### config.mk
export PLATFORM = sky130hd
export DESIGN_NAME = vga_timing
export DESIGN_NICKNAME = d
export VERILOG_FILES = /design/src/rtl/vga_pkg.sv /design/src/rtl/vga_pix_div.sv /design/src/rtl/vga_timing.sv
export SDC_FILE = /design/constraint.sdc
export NUM_CORES = 1
export LEC_CHECK = 0
export ABC_AREA = 1
export CORE_AREA = 3 3 60 62
export CTS_BUF_LIST = sky130_fd_sc_hd__clkbuf_4
export DETAILED_ROUTE_END_ITERATION = 8
export DIE_AREA = 0 0 63 65
export GPL_ROUTABILITY_DRIVEN = 0
export PLACE_DENSITY_LB_ADDON = 0.08
export SETUP_SLACK_MARGIN = 0.15
export SLEW_MARGIN = 20
export SYNTH_ARGS = -nofsm -noshare
export SYNTH_HDL_FRONTEND = slang
export SYNTH_HIERARCHICAL = 1
export SYNTH_SLANG_ARGS = --single-unit
### constraint.sdc
create_clock -name clk -period 2.3 [get_ports clk]
set_input_delay 0.23 -clock clk [delete_from_list [all_inputs] [get_ports clk]]
set_output_delay 0.23 -clock clk [all_outputs]
set_load 0.1 [all_outputs]
### src/rtl/vga_pkg.sv
// rtl/vga_pkg.sv - shared 640x480@60 timing constants and helpers for timing and renderers
package vga_pkg;

    localparam int VGA_CNT_W     = 10;

    localparam int VGA_H_VISIBLE = 640;
    localparam int VGA_H_FRONT   = 16;
    localparam int VGA_H_SYNC    = 96;
    localparam int VGA_H_BACK    = 48;
    localparam int VGA_H_TOTAL   = VGA_H_VISIBLE + VGA_H_FRONT + VGA_H_SYNC + VGA_H_BACK;
    localparam int VGA_HS_FIRST  = VGA_H_VISIBLE + VGA_H_FRONT;
    localparam int VGA_HS_LAST   = VGA_HS_FIRST + VGA_H_SYNC - 1;

    localparam int VGA_V_VISIBLE = 480;
    localparam int VGA_V_FRONT   = 10;
    localparam int VGA_V_SYNC    = 2;
    localparam int VGA_V_BACK    = 33;
    localparam int VGA_V_TOTAL   = VGA_V_VISIBLE + VGA_V_FRONT + VGA_V_SYNC + VGA_V_BACK;
    localparam int VGA_VS_FIRST  = VGA_V_VISIBLE + VGA_V_FRONT;
    localparam int VGA_VS_LAST   = VGA_VS_FIRST + VGA_V_SYNC - 1;

    function automatic logic in_range(input logic [VGA_CNT_W-1:0] v,
                                      input logic [VGA_CNT_W-1:0] lo,
                                      input logic [VGA_CNT_W-1:0] hi);
        return (v >= lo) && (v <= hi);
    endfunction

endpackage

### src/rtl/vga_pix_div.sv
// rtl/vga_pix_div.sv - divide-by-2 pixel tick; phase toggles every clk, tick on odd phase
module vga_pix_div (
    input  logic clk,
    input  logic rst_n,
    output logic tick
);

    logic phase;

    always_ff @(posedge clk or negedge rst_n) begin
        if (!rst_n) begin
            phase <= 1'b0;
        end else begin
            phase <= ~phase;
        end
    end

    assign tick = phase;

endmodule

### src/rtl/vga_timing.sv
// rtl/vga_timing.sv - VGA counters/syncs; define VGA_CLKDIV2_EN to advance on every second clk
module vga_timing
    import vga_pkg::*;
#(
    parameter int H_VISIBLE = VGA_H_VISIBLE,
    parameter int H_FRONT   = VGA_H_FRONT,
    parameter int H_SYNC    = VGA_H_SYNC,
    parameter int H_BACK    = VGA_H_BACK,
    parameter int V_VISIBLE = VGA_V_VISIBLE,
    parameter int V_FRONT   = VGA_V_FRONT,
    parameter int V_SYNC    = VGA_V_SYNC,
    parameter int V_BACK    = VGA_V_BACK
) (
    input  logic       clk,
    input  logic       rst_n,
    output logic [9:0] pix_x,
    output logic [9:0] pix_y,
    output logic       hsync,
    output logic       vsync,
    output logic       video_on,
    output logic       pix_tick,
    output logic       line_start,
    output logic       frame_start
);

    localparam logic [9:0] H_LAST   = 10'(H_VISIBLE + H_FRONT + H_SYNC + H_BACK - 1);
    localparam logic [9:0] V_LAST   = 10'(V_VISIBLE + V_FRONT + V_SYNC + V_BACK - 1);
    localparam logic [9:0] H_VIS    = 10'(H_VISIBLE);
    localparam logic [9:0] V_VIS    = 10'(V_VISIBLE);
    localparam logic [9:0] HS_FIRST = 10'(H_VISIBLE + H_FRONT);
    localparam logic [9:0] HS_LAST  = 10'(H_VISIBLE + H_FRONT + H_SYNC - 1);
    localparam logic [9:0] VS_FIRST = 10'(V_VISIBLE + V_FRONT);
    localparam logic [9:0] VS_LAST  = 10'(V_VISIBLE + V_FRONT + V_SYNC - 1);

    logic       tick_en;
    logic       x_last;
    logic       y_last;
    logic [9:0] x_nxt;
    logic [9:0] y_nxt;

`ifdef VGA_CLKDIV2_EN
    vga_pix_div u_pix_div (
        .clk   (clk),
        .rst_n (rst_n),
        .tick  (tick_en)
    );
`else
    assign tick_en = 1'b1;
`endif

    // Outputs are registered from the next counter values so syncs line up with pix_x/pix_y.
    always_comb begin
        x_last = (pix_x == H_LAST);
        y_last = (pix_y == V_LAST);
        x_nxt  = pix_x;
        y_nxt  = pix_y;
        if (tick_en) begin
            x_nxt = x_last ? 10'd0 : pix_x + 10'd1;
            if (x_last) begin
                y_nxt = y_last ? 10'd0 : pix_y + 10'd1;
            end
        end
    end

    always_ff @(posedge clk or negedge rst_n) begin
        if (!rst_n) begin
            pix_x       <= H_LAST;
            pix_y       <= V_LAST;
            hsync       <= 1'b1;
            vsync       <= 1'b1;
            video_on    <= 1'b0;
            pix_tick    <= 1'b0;
            line_start  <= 1'b0;
            frame_start <= 1'b0;
        end else begin
            pix_x       <= x_nxt;
            pix_y       <= y_nxt;
            hsync       <= ~in_range(x_nxt, HS_FIRST, HS_LAST);
            vsync       <= ~in_range(y_nxt, VS_FIRST, VS_LAST);
            video_on    <= (x_nxt < H_VIS) && (y_nxt < V_VIS);
            pix_tick    <= tick_en;
            line_start  <= tick_en && x_last;
            frame_start <= tick_en && x_last && y_last;
        end
    end

endmodule

==> results.py, run 1 <==
metrics = {
    "sta": {
        "final.period_utilization": 0.834,
        "worst_slack_ns": 0.383,
        "hold_violations": 0,
        "rsz0062_at_grt": "no",
        "fin_crit_ns": 1.92,
        "whs_ns": 0.238,
        "setup_viol": 0,
        "drv_slew": 0,
        "fin_skew_ns": 0.0100,
        "fin_tns_setup_ns": 0,
        "fmax_ghz": 0.522,
    },
    "synthesis": {
        "synth_top_family_by_area": "simple AND/OR/NAND/NOR gates",
        "synth_cells": 195,
        "synth_warnings": 6,
        "synthAdderAreaFrac": 0.0329,
        "synth_area_sq_mm": 0.00152,
        "syn_area_per_cell_sq_um": 7.81,
        "synth.mux.area_fraction": 0,
        "synth_compound_area_frac": 0.0403,
        "yosysUniqueCellTypes": 29,
        "yosys.area_share.simple": 0.357,
        "ys_seq_elements": 26,
        "synth_xor_area_frac": 0.0394,
        "synth_fp_nets": 201,
        "synth_seq_area_share": 0.437,
    },
    "clock_tree": {
        "clk_latency_ns": 0.33,
        "cts_tree": "built",
        "clk_pin_slew_ns": 0.15,
        "cts_hold_buf": 0,
        "cts_buffers": 3,
        "root_buffer": "clkbuf_4",
        "cts.repair.resized": 0,
        "clock_path_buffers": 2,
        "cts_sinks": 26,
        "postCtsSetupBuffers": 0,
        "h-tree-depth": 1,
    },
    "critical_path": {
        "start_kind": "register",
        "worstSetupPathType": "reg2reg",
        "crit_required_ns": 2.55,
        "crit_path_max_fanout": 12,
        "end_kind": "register",
        "critPathArrivalTime_ns": 2.17,
    },
    "global_routing": {
        "grt_pass1_wl_um": 5650,
        "track_usage": 0.174,
        "antenna_found_initial": 0,
        "grt_pass1_vias": 1262,
        "grt_overflow": 0,
        "grt_max_degree": 27,
    },
    "power_and_ir_drop": {
        "clkPwrFrac": 0.400,
        "combinationalPowerShare": 0.024,
        "pwr_density_cell_mw_per_mm2": 436,
        "ir_drop_v": 0.000261,
        "p_leak_nw": 0.905,
        "power.internal_w": 0.000640,
        "switching_share": 0.199,
        "seqPwrFrac": 0.576,
        "switchingPower_w": 0.000159,
    },
    "floorplan": {
        "die_w_um": 63,
        "initial_core_util": 0.495,
        "die_h_um": 65,
        "dieArea_sq_mm": 0.00410,
        "core_area_sq_mm": 0.00308,
        "ios": 28,
        "rows": 20,
    },
    "detailed_routing": {
        "via_per_inst": 4.93,
        "vias": 1331,
        "firstDrtPassIters": 4,
        "finalWirelength_um": 3250,
        "ant_nets": 0,
        "drtIter0Drc": 41,
        "route.detailed.drc": 0,
        "wl_per_cell_um": 12.0,
    },
    "cells_and_area": {
        "finalNonFillerCells": 270,
        "layout_commonest_cell": "nand2_1",
        "fin_nets": 233,
        "drive_gt1_frac": 0.288,
        "mostFrequentLayoutCells": "nand2_1 (48), inv_1 (29), buf_4 (27)",
        "n_fill_cell": 295,
        "area.growth.synth_to_final_pct": 20.4,
        "antenna_cells": 0,
    },
    "place": {
        "hpwl_um": 2520,
        "post-place-ws_ns": 0.386,
        "port_buffers": 27,
        "place_inst": 266,
    },
    "run": {
        "cap_violations": 0,
    },
    "hold_path": {
        "hold_path.class": "in2async",
    },
    "outcome": {
        "status": "finished clean",
    },
}
## flip-flops by register name, indices dropped and copies added (netlist names)
| name | cells |
|---|---|
| vsync | 1 |
| pix_x | 10 |
| video_on | 1 |
| pix_tick | 1 |
| frame_start | 1 |
| hsync | 1 |
| line_start | 1 |
| pix_y | 10 |
## power by group through the flow
stage | Clock [W] | Combinational (W) | Sequential [W]
3_5_place_dp | 0 | 0.0000205 | 0.000467
5_1_grt | 0.000345 | 0.0000217 | 0.000460
4_1_cts | 0.000326 | 0.0000204 | 0.000460
6_report | 0.000319 | 0.0000195 | 0.000460
3_3_place_gp | 0 | 0.0000199 | 0.000467
2_1_floorplan | 0 | 0.000000142 | 0.000474
## synthesized netlist by cell type (all sizes together)
master,count,area share
a21boi,1,0.0049
a21oi,1,0.0033
a31oi,1,0.0041
buf,1,0.0074
conb,1,0.0025
dfrtp,14,0.23
dfstp,12,0.21
ha,4,0.033
inv,34,0.084
nand2,51,0.13
nand3,20,0.069
nand3b,1,0.0049
nand4,7,0.033
nor2,29,0.099
nor3,4,0.016
o21a,1,0.0049
o21ai,7,0.023
xnor2,2,0.012
xor2,4,0.028
## worst max-delay path, cell delays in order, from the launching register on
cell and delay (ns):
dfstp_2 0.59, ha_1 0.22, nand2_2 0.08, nor2_4 0.12, nand3_2 0.09, nor2_4 0.26
o21ai_1 0.16, nor2_1 0.12, nand3_1 0.08, nand2_1 0.07, inv_1 0.04
## per-stage QoR
stage,util,power (W),area [sq um]
floorplan,-,0.000474,1520
global placement,0.578,0.000487,1780
detailed placement,0.578,0.000488,1780
CTS,0.596,0.000806,1830
global route,0.596,0.000827,1830
finish,0.596,0.000798,1830
## final timing paths
| path | start | endpoint | slack [ns] | cells past startpoint |
|---|---|---|---|---|
| max | pix_x[1] | video_on | 0.38 | 10 |
| min | rst_n | pix_y[4] | 0.24 | 2 |
| max reg2reg | pix_x[1] | video_on | 0.38 | 10 |
| min reg2reg | pix_x[0] | pix_x[0] | 0.54 | 1 |
| max in group asynchronous | rst_n | pix_x[4] | 1.75 | 2 |
| min in group clk | pix_x[0] | pix_x[0] | 0.54 | 1 |
## routing by layer
| metal | wire [um] | vias to the layer above | track usage | share of wire |
|---|---|---|---|---|
| li1 | - | 671 | - | - |
| met1 | 1510 | 618 | 0.226 | 0.46 |
| met2 | 1490 | 37 | 0.278 | 0.46 |
| met3 | 191 | 5 | 0.0381 | 0.059 |
| met4 | 55 | 0 | 0.0771 | 0.017 |
| met5 | 0 | - | 0 | 0 |
## cells by family after synthesis
kind of cell	count (synthesis)
buffers and inverters	35
AOI/OAI and AO/OA	11
xor gates and xnor gates	6
DFF	26
adders and majority gates	4
and+or+nand+nor	112
other	1
## final cells by class
class                      instances  area, sq um  area share
sequential                        26          667       0.364
clock buffer                       3         22.5      0.0123
timing repair buffer              28          213       0.116
clock inverter                     1         30.0      0.0164
tap                               44         55.1      0.0300
multi-input combinational        134          718       0.392
inverter                          34          128      0.0696
No activity file was read; power rests on OpenSTA's default activity.
==> inputs of run 2 (changes only) <==
==> constraint.sdc (replaced) <==
create_clock -name clk -period 1.75 [get_ports clk]
set_input_delay 0.175 -clock clk [delete_from_list [all_inputs] [get_ports clk]]
set_output_delay 0.175 -clock clk [all_outputs]
set_load 0.1 [all_outputs]
==> results.py, run 2 (synthesis gave the netlist of run 1 again) <==
metrics = {
    "global_routing": {
        "antenna_found_initial": 0,
        "track_usage": 0.221,
        "grt_pass1_wl_um": 7180,
        "grt_overflow": 0,
        "grt_pass1_vias": 1519,
        "grt_max_degree": 27,
    },
    "detailed_routing": {
        "firstDrtPassIters": 4,
        "wl_per_cell_um": 13.9,
        "route.detailed.drc": 0,
        "vias": 1525,
        "drtIter0Drc": 119,
        "via_per_inst": 5.08,
        "ant_nets": 0,
        "finalWirelength_um": 4160,
    },
    "power_and_ir_drop": {
        "ir_drop_v": 0.000341,
        "pwr_density_cell_mw_per_mm2": 363,
        "p_leak_nw": 1.15,
    },
    "sta": {
        "final.period_utilization": 1.10,
        "setup_viol": 4,
        "drv_slew": 0,
        "fin_crit_ns": 1.93,
        "worst_slack_ns": -0.178,
        "rsz0062_at_grt": "yes",
        "fmax_ghz": 0.519,
        "fin_skew_ns": 0.000853,
        "hold_violations": 0,
    },
    "clock_tree": {
        "cts_hold_buf": 0,
        "clk_latency_ns": 0.32,
        "cts_sinks": 26,
        "cts_buffers": 3,
        "cts_tree": "built",
        "clk_pin_slew_ns": 0.14,
        "root_buffer": "clkbuf_4",
        "h-tree-depth": 1,
        "clock_path_buffers": 2,
    },
    "critical_path": {
        "critPathArrivalTime_ns": 2.21,
        "crit_required_ns": 2.03,
        "r2r.worst_path.cells": 10,
        "critical_path.top_delay_family": "simple AND/OR/NAND/NOR gates",
        "worst-path-buf-inv": 2,
        "start_kind": "register",
        "end_kind": "register",
        "crit_top_cell": "nand2_1",
        "path_cells": "ha_4 -> nand2_4 -> nor2_4 -> nand4_1 -> nand2_1 -> buf_4 -> nand3_2 -> nor2_1 -> nand2_1 -> inv_1",
        "path_depth": 10,
        "crit_path_max_fanout": 4,
        "worstSetupPathType": "reg2reg",
        "crit_path_top_delay_cell": "dfstp_4",
        "slowest_delay_ns": 0.66,
    },
    "floorplan": {
        "rows": 20,
        "initial_core_util": 0.495,
        "dieArea_sq_mm": 0.00410,
        "die_h_um": 65,
        "die_w_um": 63,
        "ios": 28,
        "core_area_sq_mm": 0.00308,
    },
    "cells_and_area": {
        "mostFrequentLayoutCells": "nand2_1 (44), buf_4 (32), inv_1 (28)",
        "n_fill_cell": 195,
        "layout_commonest_cell": "nand2_1",
        "area.growth.synth_to_final_pct": 61.7,
        "final_util": 0.800,
        "drive_gt1_frac": 0.469,
        "antenna_cells": 0,
        "finalNonFillerCells": 300,
        "top_regs": "pix_x x10, pix_y x10",
        "fin_nets": 263,
    },
    "outcome": {
        "failed_checks": "setup timing",
        "status": "complete, but fails checks",
    },
    "hold_path": {
        "hold_path.class": "in2async",
    },
    "run": {
        "cap_violations": 0,
    },
    "place": {
        "port_buffers": 27,
        "hpwl_um": 3060,
        "place_inst": 288,
    },
}
[run 2: cell count changes in the layout (fill, tap and decap cells not counted), sizes merged]
cell and change:
buf +30, bufinv -1, clkinv +1
[run 2: worst paths after layout]
| path | startpoint | to | slack [ns] |
|---|---|---|---|
| worst max register to register | pix_x[0] | video_on | -0.18 |
| max in group asynchronous | rst_n | pix_y[3] | 1.26 |
| worst max-delay path | pix_x[0] | video_on | -0.18 |
| min in group clk | pix_y[1] | pix_y[1] | 0.63 |
| worst min register to register | pix_y[1] | pix_y[1] | 0.63 |
| worst min-delay path | rst_n | pix_x[5] | 0.19 |
[run 2: what timing repair did]
item / CTS / global route
setup buffers: 5 / 3
setup endpoints to repair: 10 / 16
hold endpoints to repair: 0 / 0
resized for setup: 7 / 18
pin swaps: 9 / 15
cloned: 0 / 0
[run 2: area by class of cell]
cell class                      instances  area (sq um)  area share
Sequential cell                        26           698       0.284
Clock buffer                            3          22.5     0.00915
Clock inverter                          1          3.75     0.00152
Multi-Input combinational cell        134           831       0.337
Timing Repair Buffer                   58           724       0.294
Inverter                               34           128      0.0518
Tap cell                               44          55.1      0.0224
[run 2: per-stage QoR]
stage | setup TNS (ns) | hold slack (ns) | area, sq um | total power, W | setup slack, ns
global route | -0.981 | 0.209 | 2460 | 0.000933 | -0.307
detailed placement | -0.139 | 0.562 | 2290 | 0.000640 | -0.0767
finish | -0.361 | 0.192 | 2460 | 0.000894 | -0.178
floorplan | -0.470 | -0.121 | 1590 | 0.000622 | -0.167
CTS | -0.223 | 0.204 | 2370 | 0.000901 | -0.0940
global placement | -0.0675 | 0.563 | 2290 | 0.000639 | -0.0378
[run 2: power by group]
part           internal [W]   total, W  switching [W]
clock network     0.0000838   0.000265       0.000181
logic            0.00000492  0.0000256      0.0000207
registers          0.000603   0.000603    0.000000451
total              0.000691   0.000894       0.000202
[run 2: metal layers]
layer	global-route usage	routed length [um]	vias up
met5	0	0	-
met3	0.0243	228	12
met2	0.386	2110	67
met4	0.0689	97	0
met1	0.287	1720	720
li1	-	-	726
==> inputs of run 3 (changes only) <==
--- a/config.mk
+++ b/config.mk
@@ -6,12 +6,13 @@
 export NUM_CORES = 1
 export LEC_CHECK = 0
 export ABC_AREA = 1
+export CAP_MARGIN = 10
 export CORE_AREA = 3 3 60 62
 export CTS_BUF_LIST = sky130_fd_sc_hd__clkbuf_4
 export DETAILED_ROUTE_END_ITERATION = 8
 export DIE_AREA = 0 0 63 65
 export GPL_ROUTABILITY_DRIVEN = 0
-export PLACE_DENSITY_LB_ADDON = 0.08
+export PLACE_DENSITY = 0.78
 export SETUP_SLACK_MARGIN = 0.15
 export SLEW_MARGIN = 20
 export SYNTH_ARGS = -nofsm -noshare
==> results.py, run 3 (synthesis gave the netlist of run 1 again) <==
metrics = {
    "power_and_ir_drop": {
        "seqPwrFrac": 0.665,
        "pwr_density_cell_mw_per_mm2": 346,
        "ir_drop_v": 0.000335,
        "p_leak_nw": 1.20,
        "switchingPower_w": 0.000195,
        "power.internal_w": 0.000713,
        "combinationalPowerShare": 0.029,
        "switching_share": 0.215,
        "clkPwrFrac": 0.306,
    },
    "detailed_routing": {
        "route.detailed.drc": 0,
        "wl_per_cell_um": 17.2,
        "via_per_inst": 5.60,
        "vias": 1729,
        "firstDrtPassIters": 7,
        "finalWirelength_um": 5310,
        "drtIter0Drc": 143,
        "ant_nets": 0,
    },
    "floorplan": {
        "core_area_sq_mm": 0.00308,
        "ios": 28,
        "die_h_um": 65,
        "initial_core_util": 0.495,
        "dieArea_sq_mm": 0.00410,
        "rows": 20,
        "die_w_um": 63,
    },
    "sta": {
        "rsz0062_at_grt": "yes",
        "fin_tns_setup_ns": -1.64,
        "final.period_utilization": 1.19,
        "whs_ns": 0.259,
        "hold_violations": 0,
        "fmax_ghz": 0.480,
        "fin_crit_ns": 2.08,
        "worst_slack_ns": -0.334,
        "setup_viol": 12,
        "drv_slew": 0,
        "fin_skew_ns": 0.00842,
    },
    "clock_tree": {
        "root_buffer": "clkbuf_4",
        "cts_sinks": 26,
        "cts_tree": "built",
        "clock_path_buffers": 2,
        "clk_latency_ns": 0.33,
        "cts_hold_buf": 0,
        "cts_buffers": 3,
        "clk_pin_slew_ns": 0.13,
        "h-tree-depth": 1,
    },
    "place": {
        "port_buffers": 27,
        "hpwl_um": 2730,
    },
    "critical_path": {
        "crit_path_max_fanout": 4,
        "start_kind": "register",
        "crit_required_ns": 2.01,
        "end_kind": "register",
        "critPathArrivalTime_ns": 2.35,
        "worstSetupPathType": "reg2reg",
    },
    "global_routing": {
        "grt_overflow": 0,
        "grt_max_degree": 27,
        "grt_pass1_wl_um": 6880,
        "antenna_found_initial": 0,
        "grt_pass1_vias": 1514,
        "track_usage": 0.214,
    },
    "cells_and_area": {
        "drive_gt1_frac": 0.543,
        "n_fill_cell": 151,
        "multi_input_area_sq_um": 892,
        "mostFrequentLayoutCells": "nand2_1 (42), buf_4 (34), inv_1 (25)",
        "top_regs": "pix_x x10, pix_y x10",
        "layout_commonest_cell": "nand2_1",
        "seqCellArea_sq_um": 698,
        "fin_nets": 272,
        "antenna_cells": 0,
        "area.growth.synth_to_final_pct": 72.3,
    },
    "run": {
        "cap_violations": 0,
    },
    "hold_path": {
        "hold_path.class": "in2async",
    },
    "outcome": {
        "failed_checks": "setup timing",
        "status": "complete, but fails checks",
    },
}
-- run 3: cell types whose count changed in the layout (fill, tap and decap cells not counted), sizes merged --
cell / delta
clkinv: -1
clkbuf: +1
buf: +9
-- run 3: final cells by class --
type	count	area share
clock buffers	4	0.0114
inverters	34	0.0496
multi-input cells	134	0.340
flip-flops and latches	26	0.266
well taps	44	0.0210
repair buffers	67	0.312
-- run 3: critical path, cell delays in order (launching register included) --
cell	delay [ns]
dfstp_4	0.67
ha_4	0.16
nand2_2	0.08
nor2_4	0.14
nand3_2	0.15
nor2_4	0.15
buf_6	0.12
buf_12	0.10
o21a_1	0.14
nand2_1	0.07
nor2_2	0.14
nand2_1	0.09
-- run 3: power by group through the flow --
stage          clock (W)  combinational, W  sequential (W)
6_report        0.000278         0.0000265        0.000603
5_1_grt         0.000306         0.0000284        0.000603
4_1_cts         0.000284         0.0000264        0.000603
3_5_place_dp           0         0.0000265        0.000613
3_3_place_gp           0         0.0000263        0.000613
2_1_floorplan          0       0.000000186        0.000622
-- run 3: path summary, 6_finish.rpt --
check / cells after the start / endpoint / startpoint / slack [ns]
max reg2reg: 11 / vsync / pix_x[1] / -0.33
max in group asynchronous: 2 / pix_y[9] / rst_n / 1.19
min: 2 / pix_y[5] / rst_n / 0.26
min in group clk: 2 / pix_x[8] / pix_x[8] / 0.64
max: 11 / vsync / pix_x[1] / -0.33
min reg2reg: 2 / pix_x[8] / pix_x[8] / 0.64
-- run 3: per-stage QoR --
| stage | total power (W) | util | area [sq um] | std cells | setup slack (ns) |
|---|---|---|---|---|---|
| floorplan | 0.000622 | - | 1590 | 195 | -0.167 |
| CTS | 0.000913 | 0.779 | 2400 | 296 | -0.123 |
| global route | 0.000938 | 0.852 | 2620 | 309 | -0.373 |
| detailed placement | 0.000640 | 0.737 | 2270 | 287 | -0.102 |
| global placement | 0.000639 | 0.737 | 2270 | 287 | -0.0704 |
| finish | 0.000907 | 0.852 | 2620 | 309 | -0.334 |
-- run 3: timing repair --
item	in CTS	in global routing
buffers inserted	5	13
gates resized for setup	14	33
pin swaps	13	15
setup endpoints to repair	12	16
-- run 3: metal layers --
metal	global-route usage	part of all wire	vias to the layer above	wire (um)
met4	0.0606	0.057	0	303
li1	-	-	746	-
met3	0.0399	0.085	41	452
met1	0.268	0.35	813	1870
met5	0	0	-	0
met2	0.375	0.51	129	2690
